$ cat config.mk
export PLATFORM = sky130hd
export DESIGN_NAME = dio_target
export DESIGN_NICKNAME = d
export VERILOG_FILES = /design/src/rtl/dio_pkg.sv /design/src/rtl/dio_io_regs.sv /design/src/rtl/dio_target.sv
export SDC_FILE = /design/constraint.sdc
export NUM_CORES = 1
export LEC_CHECK = 0
export BUFFER_PORTS_ARGS = -buffer_cell sky130_fd_sc_hd__buf_2
export CAP_MARGIN = 20
export CORE_AREA = 2 2 183 185
export CTS_CLUSTER_SIZE = 8
export DETAILED_ROUTE_END_ITERATION = 10
export DIE_AREA = 0 0 185 187
export HOLD_SLACK_MARGIN = 0.02
export PLACE_DENSITY = 0.49
export SLEW_MARGIN = 20
export SYNTH_ARGS = -nofsm -noshare
export SYNTH_HDL_FRONTEND = slang
export SYNTH_SLANG_ARGS = --single-unit
$ cat constraint.sdc
create_clock -name clk -period 3.8 [get_ports clk]
set_input_delay 0.76 -clock clk [delete_from_list [all_inputs] [get_ports clk]]
set_output_delay 0.76 -clock clk [all_outputs]
set_load 0.01 [all_outputs]
$ cat src/rtl/dio_pkg.sv
// Shared definitions for the DIO target: FSM state type, IO map constants and status bit positions.
package dio_pkg;

    typedef enum logic {
        ST_IDLE   = 1'b0,
        ST_ACCESS = 1'b1
    } dio_state_t;

    localparam int          NUM_SCRATCH      = 8;
    localparam int          STATUS_W         = 2;
    localparam logic [15:0] IO_SCRATCH_LAST  = 16'h0007;
    localparam logic [15:0] IO_STATUS_ADDR   = 16'h0008;
    localparam logic [15:0] IO_COUNTER_ADDR  = 16'h0009;

    localparam int STAT_TIMEOUT_BIT   = 0;
    localparam int STAT_COLLISION_BIT = 1;

    function automatic logic is_scratch(input logic [15:0] addr);
        return addr <= IO_SCRATCH_LAST;
    endfunction

endpackage

$ cat src/rtl/dio_io_regs.sv
// IO-space register file: eight scratch registers, sticky status (write-1-to-clear) and a free-running counter.
module dio_io_regs
    import dio_pkg::*;
(
    input  logic        clk,
    input  logic        rst_n,
    input  logic [15:0] io_addr,
    input  logic        wr_en,
    input  logic [15:0] wr_data,
    input  logic        set_timeout,
    input  logic        set_collision,
    output logic [15:0] rd_data
);

    logic [15:0]         scratch_q [NUM_SCRATCH];
    logic [STATUS_W-1:0] status_reg;
    logic [STATUS_W-1:0] status_next;
    logic [STATUS_W-1:0] status_clr;
    logic [15:0]         count_reg;
    logic [15:0]         count_next;
    logic                wr_scratch;
    logic                wr_status;
    logic                wr_count;

    assign wr_scratch = wr_en && is_scratch(io_addr);
    assign wr_status  = wr_en && (io_addr == IO_STATUS_ADDR);
    assign wr_count   = wr_en && (io_addr == IO_COUNTER_ADDR);

    genvar gi;
    generate
        for (gi = 0; gi < NUM_SCRATCH; gi++) begin : g_scratch
            logic [15:0] value_reg;

            always_ff @(posedge clk) begin
                if (!rst_n) begin
                    value_reg <= '0;
                end else if (wr_scratch && (io_addr[2:0] == 3'(gi))) begin
                    value_reg <= wr_data;
                end
            end

            assign scratch_q[gi] = value_reg;
        end
    endgenerate

    // A set event in the same cycle as a clear keeps the bit set.
    always_comb begin
        status_clr  = wr_status ? wr_data[STATUS_W-1:0] : '0;
        status_next = status_reg & ~status_clr;
        if (set_timeout) begin
            status_next[STAT_TIMEOUT_BIT] = 1'b1;
        end
        if (set_collision) begin
            status_next[STAT_COLLISION_BIT] = 1'b1;
        end
    end

    assign count_next = wr_count ? wr_data : (count_reg + 16'd1);

    always_ff @(posedge clk) begin
        if (!rst_n) begin
            status_reg <= '0;
            count_reg  <= '0;
        end else begin
            status_reg <= status_next;
            count_reg  <= count_next;
        end
    end

    // Counter reads return the value the counter holds in the cycle the
    // captured read data becomes visible, so it tracks live time.
    always_comb begin
        rd_data = '0;
        if (is_scratch(io_addr)) begin
            rd_data = scratch_q[io_addr[2:0]];
        end else if (io_addr == IO_STATUS_ADDR) begin
            rd_data = {{(16 - STATUS_W){1'b0}}, status_reg};
        end else if (io_addr == IO_COUNTER_ADDR) begin
            rd_data = count_next;
        end
    end

endmodule

$ cat src/rtl/dio_target.sv
// CPU data/IO target: IO requests served from the local register file, data requests
// forwarded to an external memory port with a bounded wait and error-data abort.
module dio_target
    import dio_pkg::*;
#(
    parameter int          MEM_TIMEOUT = 255,
    parameter logic [15:0] ERR_DATA    = 16'hFFFF
) (
    input  logic        clk,
    input  logic        rst_n,
    input  logic        data_ren,
    input  logic        data_wren,
    input  logic        IO_ren,
    input  logic        IO_wren,
    input  logic [31:0] data_address,
    input  logic [15:0] IO_address,
    input  logic [15:0] DIO_out,
    output logic [15:0] DIO_in,
    output logic        data_hazard,
    output logic        mem_req,
    output logic        mem_we,
    output logic [31:0] mem_addr,
    output logic [15:0] mem_wdata,
    input  logic [15:0] mem_rdata,
    input  logic        mem_ack
);

    localparam int                WAIT_W    = (MEM_TIMEOUT > 1) ? $clog2(MEM_TIMEOUT + 1) : 1;
    localparam logic [WAIT_W-1:0] WAIT_LAST = WAIT_W'(MEM_TIMEOUT - 1);

    dio_state_t        state_reg;
    dio_state_t        state_next;
    logic [WAIT_W-1:0] wait_cnt_reg;
    logic [15:0]       dio_in_reg;
    logic              mem_we_reg;
    logic [31:0]       mem_addr_reg;
    logic [15:0]       mem_wdata_reg;

    logic              data_req;
    logic              io_idle;
    logic              io_ren_ok;
    logic              io_wren_ok;
    logic              collision;
    logic              timeout;
    logic [15:0]       io_rdata;

    assign data_req   = data_ren | data_wren;
    assign io_idle    = (state_reg == ST_IDLE) && !data_req;
    assign io_ren_ok  = io_idle && IO_ren;
    assign io_wren_ok = io_idle && IO_wren;
    assign collision  = (state_reg == ST_IDLE) && data_req && (IO_ren || IO_wren);
    assign timeout    = (state_reg == ST_ACCESS) && !mem_ack && (wait_cnt_reg == WAIT_LAST);

    dio_io_regs u_io_regs (
        .clk          (clk),
        .rst_n        (rst_n),
        .io_addr      (IO_address),
        .wr_en        (io_wren_ok),
        .wr_data      (DIO_out),
        .set_timeout  (timeout),
        .set_collision(collision),
        .rd_data      (io_rdata)
    );

    always_ff @(posedge clk) begin
        if (!rst_n) begin
            state_reg <= ST_IDLE;
        end else begin
            state_reg <= state_next;
        end
    end

    always_comb begin
        state_next  = state_reg;
        mem_req     = 1'b0;
        data_hazard = 1'b0;
        case (state_reg)
            ST_IDLE: begin
                if (data_req) begin
                    state_next = ST_ACCESS;
                end
            end
            ST_ACCESS: begin
                mem_req     = 1'b1;
                data_hazard = 1'b1;
                if (mem_ack || timeout) begin
                    state_next = ST_IDLE;
                end
            end
            default: state_next = ST_IDLE;
        endcase
    end

    // A simultaneous data_ren/data_wren is a write, which data_wren alone decides.
    always_ff @(posedge clk) begin
        if (!rst_n) begin
            wait_cnt_reg  <= '0;
            dio_in_reg    <= '0;
            mem_we_reg    <= 1'b0;
            mem_addr_reg  <= '0;
            mem_wdata_reg <= '0;
        end else begin
            case (state_reg)
                ST_IDLE: begin
                    if (data_req) begin
                        mem_addr_reg  <= data_address;
                        mem_wdata_reg <= DIO_out;
                        mem_we_reg    <= data_wren;
                        wait_cnt_reg  <= '0;
                    end else if (io_ren_ok) begin
                        dio_in_reg <= io_rdata;
                    end
                end
                ST_ACCESS: begin
                    if (mem_ack) begin
                        if (!mem_we_reg) begin
                            dio_in_reg <= mem_rdata;
                        end
                    end else if (timeout) begin
                        if (!mem_we_reg) begin
                            dio_in_reg <= ERR_DATA;
                        end
                    end else begin
                        wait_cnt_reg <= wait_cnt_reg + WAIT_W'(1);
                    end
                end
                default: ;
            endcase
        end
    end

    assign DIO_in    = dio_in_reg;
    assign mem_we    = mem_we_reg;
    assign mem_addr  = mem_addr_reg;
    assign mem_wdata = mem_wdata_reg;

endmodule

==> metrics.csv, run 1 <==
metric,value,unit
cts_resized,0,
reg2reg_to,u_io_regs.g_scratch[3].value_reg[13],
cp_max_fo,14,
clockBufferDepth,3,
grt_antenna_before_repair,2,
status,finished clean,
die_x,185,µm
drt-initial-drc-count,510,
wl_per_cell,18.2,µm
power_switching,1280,µW
p_sw_frac,0.242,
rsz0062_at_grt,no,
io_buffers,153,
syn_inst,1058,
leakage,0.00497,µW
critical_path_arrival,3.30,ns
pin_count,154,
drc,0,
fin_worst_skew,0.0130,ns
synth_cell_types,53,
fp.dieH,187,µm
r2r_cells,5,
final-setup-viol-count,0,
syn_to_final_growth,21.1,%
ys_ff_latch,220,
grt_pass1_wl,45800,µm
syn_area,9690,µm²
synthAdderAreaFrac,0.00387,
cts_hold_buf,0,
cp-end-kind,flop,
cp-start-kind,input port,
power,5280,µW
largest_reg_flops,128,
crit_path_end,u_io_regs.g_scratch[3].value_reg[13],
synth_top_family_by_area,simple AND/OR/NAND/NOR gates,
p_comb_frac,0.087,
hp-class,reg -> reg,
route.met3.wl,1200,µm
final_nets,1267,
slew_violations,0,
fin_crit_sh,0.765,
ys.warnings.count,0,
crit_start,IO_address[9],
muxShareOfSynthArea,0.160,
cts_setup_buffers,0,
gp_congestion,0.779,
dpl.hpwl,20500,µm
drt_first_pass_iters,5,
syn-num-nets,1148,
seqPwrFrac,0.453,
yosysSeqAreaShare,0.454,
grt_max_degree,83,
highest-signal-layer,met5,
path_clk_slew,0.05,ns
viasPerCell,4.98,
drv_cap,0,
clkSinkCount,220,
ir_worst_vdd,358,µV
crit_type,in -> reg,
p_per_area,450,nW/µm²
required,4.19,ns
hold_viol,0,
fmax,0.344,GHz
rows,67,
clock_power_share,0.460,
rrSetupSlack,1.42,ns
die_area,34600,µm²
drive_above_1_share,0.274,
synth-edff-count,0,
tightest_slew,0.888,ns
tns,0,ns
yosys_most_used_dff,dfxtp_1,
max_slew_margin,0.408,
fin_crit,2.91,ns
synthSimpleGateAreaFrac,0.167,
initial_utilization,0.295,
grt.overflow.total,0,
p_int,4000,µW
cts_tree,yes,
track_usage,0.169,
ant_nets,0,
numCtsBuffers,31,
r2r_start,state_reg,
synthXorXnorAreaFrac,0.0145,
htree_levels,1,
synth_compound_area_frac,0.156,
worstSkewPairLatency,0.55,ns
synth-async-reset-ratio,0,
root_buffer,clkbuf_16,
routed_wl,29500,µm
vias,8091,
grt_pass1_vias,7881,
wirelength_met1,13400,µm
coreArea,32900,µm²
avgSynthCellArea,9.16,µm²
met2WireLength,14300,µm
-- critical path: stages --
cell and delay [ns]:
buf_2 0.09, or4_1 0.74, or4_4 0.61, or4_1 0.66, buf_12 0.22, mux2i_1 0.15, nor2_1 0.06
-- worst min-delay path by stage --
stage,start,endpoint,slack [ns],cells past startpoint
2_1_floorplan,u_io_regs.g_scratch[1].value_reg[0],u_io_regs.g_scratch[1].value_reg[0],0.44,1
3_3_place_gp,DIO_in[2],DIO_in[2],0.43,2
3_5_place_dp,mem_addr[17],mem_addr[17],0.44,2
4_1_cts,data_address[2],mem_addr[2],0.44,3
5_1_grt,data_address[14],mem_addr[14],0.45,3
6_report,mem_wdata[2],mem_wdata[2],0.45,2
-- cell type report --
cell class / count / area, µm²
sequential: 220 / 4400
tap: 448 / 561
clock inverter: 1 / 30.0
clock buffer: 31 / 776
antenna: 1 / 2.50
timing repair buffer: 185 / 1030
multi-input combinational: 732 / 4900
inverter: 7 / 28.8
fill: 3431 / 21100
-- cell usage in the layout, fill, tap and decap left out, types with 13 or more instances in the layout --
cell	n
a21oi_1	66
a31o_2	53
buf_2	153
buf_4	30
clkbuf_16	31
dfxtp_1	220
mux2i_1	75
mux4_2	32
nand2_1	140
nand3_1	15
nand4_1	13
nor2_1	177
o21ai_0	19
-- cells by family (layout without fill, tap and decap cells) --
| logic type | after synthesis | count (layout) |
|---|---|---|
| buffers and inverters | 106 | 224 |
| adders and majority gates | 3 | 3 |
| other | 0 | 1 |
| muxes | 114 | 114 |
| DFF | 220 | 220 |
| AOI/OAI and AO/OA | 217 | 217 |
| and+or+nand+nor | 382 | 382 |
| xor gates and xnor gates | 16 | 16 |
-- per-stage QoR --
step	util	setup WS (ns)	instances	hold WS, ns	area [µm²]
2_1_floorplan	-	0.727	1058	0.443	9690
3_5_place_dp	0.332	0.359	1592	0.443	10900
6_report	0.357	0.892	1625	0.449	11700
4_1_cts	0.357	0.919	1624	0.436	11700
3_3_place_gp	0.332	0.395	1592	0.434	10900
5_1_grt	0.357	0.848	1624	0.453	11700
-- power by group through the flow --
stage,logic (µW),clock network [µW],registers [µW]
after floorplan,237,0,2460
after global placement,465,0,2440
after detailed placement,465,0,2440
after CTS,466,2490,2390
after global routing,507,2580,2400
final,458,2430,2390
-- cells in the mapped netlist (3+ instances only) --
cell type  number  share of area
or4_1           6         0.0046
a211o_1         3         0.0027
nand3_1        15         0.0077
o31ai_1         9         0.0070
or3_1           3         0.0019
mux2_2          7         0.0081
nor2_1        178          0.069
a211oi_1       11         0.0085
a31o_1         11         0.0099
ha_1            3         0.0039
nor4_1          5         0.0032
o211a_1         4         0.0041
dfxtp_1       220           0.45
buf_1           5         0.0019
a22oi_1         5         0.0039
o21a_1          4         0.0031
nor3_1          5         0.0026
buf_2           4         0.0021
nand4_1        13         0.0084
clkbuf_1       86          0.033
a21oi_1        67          0.035
xor2_1          6         0.0054
o211ai_1        5         0.0039
a31oi_1         5         0.0032
a221oi_1        7         0.0063
nor2b_1         4         0.0026
nand2_1       140          0.054
a21o_1          3         0.0023
o21ai_0        19         0.0098
a31o_2         53          0.048
xnor2_1        10         0.0090
inv_1           6         0.0023
mux4_2         32          0.074
mux2i_1        75          0.077
o21ai_1         3         0.0015
-- per-layer routing --
metal,GRT usage,vias to the layer above
met5,0,-
met2,0.285,140
met3,0.0257,44
met4,0.0473,2
met1,0.225,3936
li1,-,3969
Note: power is estimated with default switching activity, not from simulation.
==> run 2, diff against run 1 <==
--- a/config.mk
+++ b/config.mk
@@ -12,7 +12,7 @@
 export DETAILED_ROUTE_END_ITERATION = 10
 export DIE_AREA = 0 0 185 187
 export HOLD_SLACK_MARGIN = 0.02
-export PLACE_DENSITY = 0.49
+export PLACE_DENSITY = 0.51
 export SLEW_MARGIN = 20
 export SYNTH_ARGS = -nofsm -noshare
 export SYNTH_HDL_FRONTEND = slang
==> constraint.sdc (replaced) <==
create_clock -name clk -period 2.5 [get_ports clk]
set_input_delay 0.5 -clock clk [delete_from_list [all_inputs] [get_ports clk]]
set_output_delay 0.5 -clock clk [all_outputs]
set_load 0.01 [all_outputs]
==> metrics.csv, run 2 (synthesis gave the netlist of run 1 again) <==
metric,value,unit
status,finished clean,
grt_pass1_wl,45800,µm
io_buffers,153,
fin_crit,2.36,ns
cp_max_fo,16,
ant_nets,0,
numCtsBuffers,31,
dpl.hpwl,20500,µm
critical_path_arrival,2.76,ns
drc,0,
routed_wl,29800,µm
wl_per_cell,18.0,µm
leakage,0.00512,µW
fmax,0.423,GHz
ir_worst_vdd,455,µV
clockBufferDepth,3,
pin_count,154,
path_clk_slew,0.05,ns
stdcell_count,1654,
syn_to_final_growth,24.4,%
hold_depth,3,
final_util,0.367,
p_sw_frac,0.244,
grt_max_degree,130,
final_nets,1294,
tns,0,ns
grt.overflow.total,0,
drv_cap,0,
drt-initial-drc-count,472,
htree_levels,1,
r2r_cells,5,
p_per_area,667,nW/µm²
cts_setup_buffers,0,
dp_cells,1619,
cp-end-kind,flop,
largest_reg_flops,128,
fin_crit_sh,0.945,
drt_first_pass_iters,5,
hold_ws,0.189,ns
grt_pass1_vias,7890,
gp_congestion,0.785,
clock_power_share,0.455,
hp-class,in -> reg,
final-setup-viol-count,0,
p_comb_frac,0.092,
rows,67,
hold_viol,0,
coreArea,32900,µm²
rsz0062_at_grt,no,
pre_cts_ws,-0.323,ns
p_int,6080,µW
vias,8236,
clkSinkCount,220,
drive_above_1_share,0.292,
track_usage,0.169,
cts_hold_buf,0,
final_cell_mix,"dfxtp_1, nor2_1, buf_2",
die_x,185,µm
grt_antenna_before_repair,3,
seqPwrFrac,0.452,
tightest_slew,0.638,ns
initial_utilization,0.295,
crit_type,reg -> reg,
fp.dieH,187,µm
fin_worst_skew,0.0104,ns
cp-start-kind,flop,
final_common_cell,dfxtp_1,
max_slew_margin,0.564,
slew_violations,0,
worstSkewPairLatency,0.55,ns
root_buffer,clkbuf_16,
viasPerCell,4.98,
power_switching,1960,µW
die_area,34600,µm²
finalWorstSetupSlack,0.138,ns
required,2.90,ns
cts_resized,0,
cts_tree,yes,
## run 2: power by group through the flow
stage | logic, µW | clock network, µW | registers [µW]
after floorplan | 361 | 0 | 3740
after global placement | 744 | 0 | 3700
after detailed placement | 748 | 0 | 3710
after CTS | 750 | 3770 | 3630
after global routing | 809 | 3900 | 3640
final | 741 | 3660 | 3640
## run 2: final cells by class
cell class / instances / area, µm²
Antenna cell: 1 / 2.50
Clock buffer: 33 / 803
Clock inverter: 1 / 8.76
Fill cell: 3357 / 20800
Inverter: 7 / 28.8
Multi-Input combinational cell: 732 / 4900
Sequential cell: 220 / 4400
Tap cell: 448 / 561
Timing Repair Buffer: 212 / 1350
## run 2: per-layer routing
layer / GRT usage / wire [µm] / part of all wire / vias to the layer above
li1: - / - / - / 4033
met1: 0.224 / 13500 / 0.45 / 3980
met2: 0.287 / 14300 / 0.48 / 181
met3: 0.0298 / 1440 / 0.048 / 38
met4: 0.0394 / 531 / 0.018 / 4
met5: 0 / 27 / 0.00091 / -
## run 2: final timing paths
path,startpoint,endpoint,slack (ns)
min reg2reg,mem_wdata[8],mem_wdata[8],0.45
min,data_address[8],mem_addr[8],0.19
max,state_reg,u_io_regs.g_scratch[3].value_reg[3],0.14
max reg2reg,state_reg,u_io_regs.g_scratch[3].value_reg[3],0.14
## run 2: critical path, stage by stage (launching register included)
cell and delay (ns):
dfxtp_1 0.31, or4b_2 0.75, buf_4 0.20, or4_4 0.66, mux2i_1 0.22, nor2_1 0.06
## run 2: metrics by stage
stage | total power (µW) | instance area, µm²
global placement | 4450 | 11200
global route | 8350 | 12100
detailed placement | 4450 | 11200
floorplan | 4100 | 9720
CTS | 8160 | 12000
finish | 8040 | 12100
==> run 3, diff against run 2 <==
--- a/config.mk
+++ b/config.mk
@@ -11,8 +11,8 @@
 export CTS_CLUSTER_SIZE = 8
 export DETAILED_ROUTE_END_ITERATION = 10
 export DIE_AREA = 0 0 185 187
+export GPL_TIMING_DRIVEN = 0
 export HOLD_SLACK_MARGIN = 0.02
-export PLACE_DENSITY = 0.51
 export SLEW_MARGIN = 20
 export SYNTH_ARGS = -nofsm -noshare
 export SYNTH_HDL_FRONTEND = slang
==> constraint.sdc (replaced) <==
create_clock -name clk -period 2.5 [get_ports clk]
set_input_delay 0 -clock clk [delete_from_list [all_inputs] [get_ports clk]]
set_output_delay 0 -clock clk [all_outputs]
set_load 0.01 [all_outputs]
==> metrics.csv, run 3 (synthesis gave the netlist of run 1 again) <==
metric,value,unit
required,2.90,ns
fin_crit_sh,0.957,
final-setup-viol-count,0,
drt-initial-drc-count,615,
fp.dieH,187,µm
cp_max_fo,10,
htree_levels,1,
cp-start-kind,flop,
max_slew_margin,0.249,
final_cell_mix,"dfxtp_1, nor2_1, nand2_1",
clockBufferDepth,3,
grt_pass1_wl,50100,µm
clock_power_share,0.449,
tightest_slew,1.12,ns
vias,8851,
final_common_cell,dfxtp_1,
io_buffers,135,
ir_worst_vdd,457,µV
drive_above_1_share,0.225,
cts_tree,yes,
initial_utilization,0.295,
crit_top_cell,buf_6,
numCtsBuffers,31,
gp_congestion,0.920,
fin_crit,2.39,ns
worstSkewPairLatency,0.54,ns
seqPwrFrac,0.450,
drt_first_pass_iters,5,
track_usage,0.187,
hold_viol,0,
final_nets,1385,
p_comb_frac,0.101,
die_area,34600,µm²
grt_antenna_before_repair,2,
syn_to_final_growth,29.0,%
wl_per_cell,18.8,µm
cp_slowest_cell,or4b_2,
drc,0,
hp-class,in -> reg,
grt_max_degree,16,
rsz0062_at_grt,no,
die_x,185,µm
fin_worst_skew,0.0114,ns
slew_violations,0,
status,finished clean,
viasPerCell,5.07,
critical_path_arrival,2.79,ns
p_per_area,647,nW/µm²
leakage,0.00519,µW
routed_wl,32900,µm
fmax,0.418,GHz
pin_count,154,
coreArea,32900,µm²
path_clk_slew,0.05,ns
hold_ws,0.0504,ns
rows,67,
grt.overflow.total,0,
p_sw_frac,0.247,
root_buffer,clkbuf_16,
ant_nets,0,
tns,0,ns
dpl.hpwl,23300,µm
cp-end-kind,flop,
power_switching,1990,µW
clkSinkCount,220,
cpPeakStageDelay,0.76,ns
grt_pass1_vias,8787,
largest_reg_flops,128,
cp_cell_sequence,or4b_2 -> or4_1 -> buf_6 -> buf_6 -> mux2i_1 -> nor2_1,
crit_type,reg -> reg,
drv_cap,0,
p_int,6090,µW
## run 3: cell count changes in the layout (fill, tap and decap cells not counted), moves of 5 or more
cell | previous run | this run
dlygate4sd3_1 | 0 | 66
buf_2 | 153 | 139
buf_12 | 11 | 0
buf_4 | 48 | 6
clkbuf_1 | 0 | 82
clkbuf_2 | 0 | 5
buf_1 | 0 | 5
## run 3: cell type report
cell class,count,area [µm²]
diodes,2,5.00
inverters,7,26.3
fillers,3325,20400
flip-flops and latches,220,4410
well taps,448,561
plain buffers,98,402
repair buffers,205,1370
clock inverters,1,8.76
clock buffers,34,797
multi-input cells,732,4930
## run 3: stage by stage
step / cell area (µm²) / utilization / power [µW] / std cells / setup WS, ns
3_5_place_dp: 10900 / 0.333 / 4420 / 1641 / -0.602
3_3_place_gp: 10900 / 0.333 / 4420 / 1641 / -0.835
5_1_grt: 12500 / 0.380 / 8370 / 1746 / 0.0118
6_report: 12500 / 0.380 / 8080 / 1747 / 0.109
4_1_cts: 12400 / 0.379 / 8160 / 1743 / 0.0487
2_1_floorplan: 9690 / - / 4100 / 1058 / 0.187
## run 3: metal layers
| metal | vias to the layer above | share of wire | global-route usage | wire length, µm |
|---|---|---|---|---|
| met1 | 4253 | 0.41 | 0.234 | 13500 |
| met5 | - | 0 | 0 | 0 |
| li1 | 4208 | - | - | - |
| met4 | 0 | 0.040 | 0.0781 | 1310 |
| met3 | 78 | 0.075 | 0.0421 | 2470 |
| met2 | 312 | 0.47 | 0.310 | 15600 |
## run 3: worst paths after layout
check             depth (start not counted)                                   end          from  slack (ns)
hold / removal                            3                         mem_wdata[13]   DIO_out[13]        0.05
setup reg to reg                          6  u_io_regs.g_scratch[3].value_reg[10]     state_reg        0.11
setup / recovery                          6  u_io_regs.g_scratch[3].value_reg[10]     state_reg        0.11
hold reg to reg                           2                          mem_addr[29]  mem_addr[29]        0.45
## run 3: what timing repair did
action | CTS | global route
endpoints found under the hold margin | 80 | 0
resized for setup | 11 | 7
buffers inserted | 1 | 3
endpoints found under the setup margin | 97 | 106
gates cloned | 0 | 0
pin swaps | 2 | 1
hold buffers | 66 | 0
## run 3: power by group through the flow
| stage | logic [µW] | clock network (µW) | registers [µW] |
|---|---|---|---|
| after CTS | 807 | 3710 | 3640 |
| after floorplan | 361 | 0 | 3740 |
| after detailed placement | 717 | 0 | 3710 |
| after global placement | 710 | 0 | 3710 |
| final | 814 | 3630 | 3640 |
| after global routing | 884 | 3840 | 3650 |
## run 3: worst max-delay path, delay by kind of cell, from the launching register on
kind / cells / cell delay [ns]
buf+inv: 2 / 0.35
flops: 1 / 0.38
mux: 1 / 0.15
simple gates: 3 / 1.37
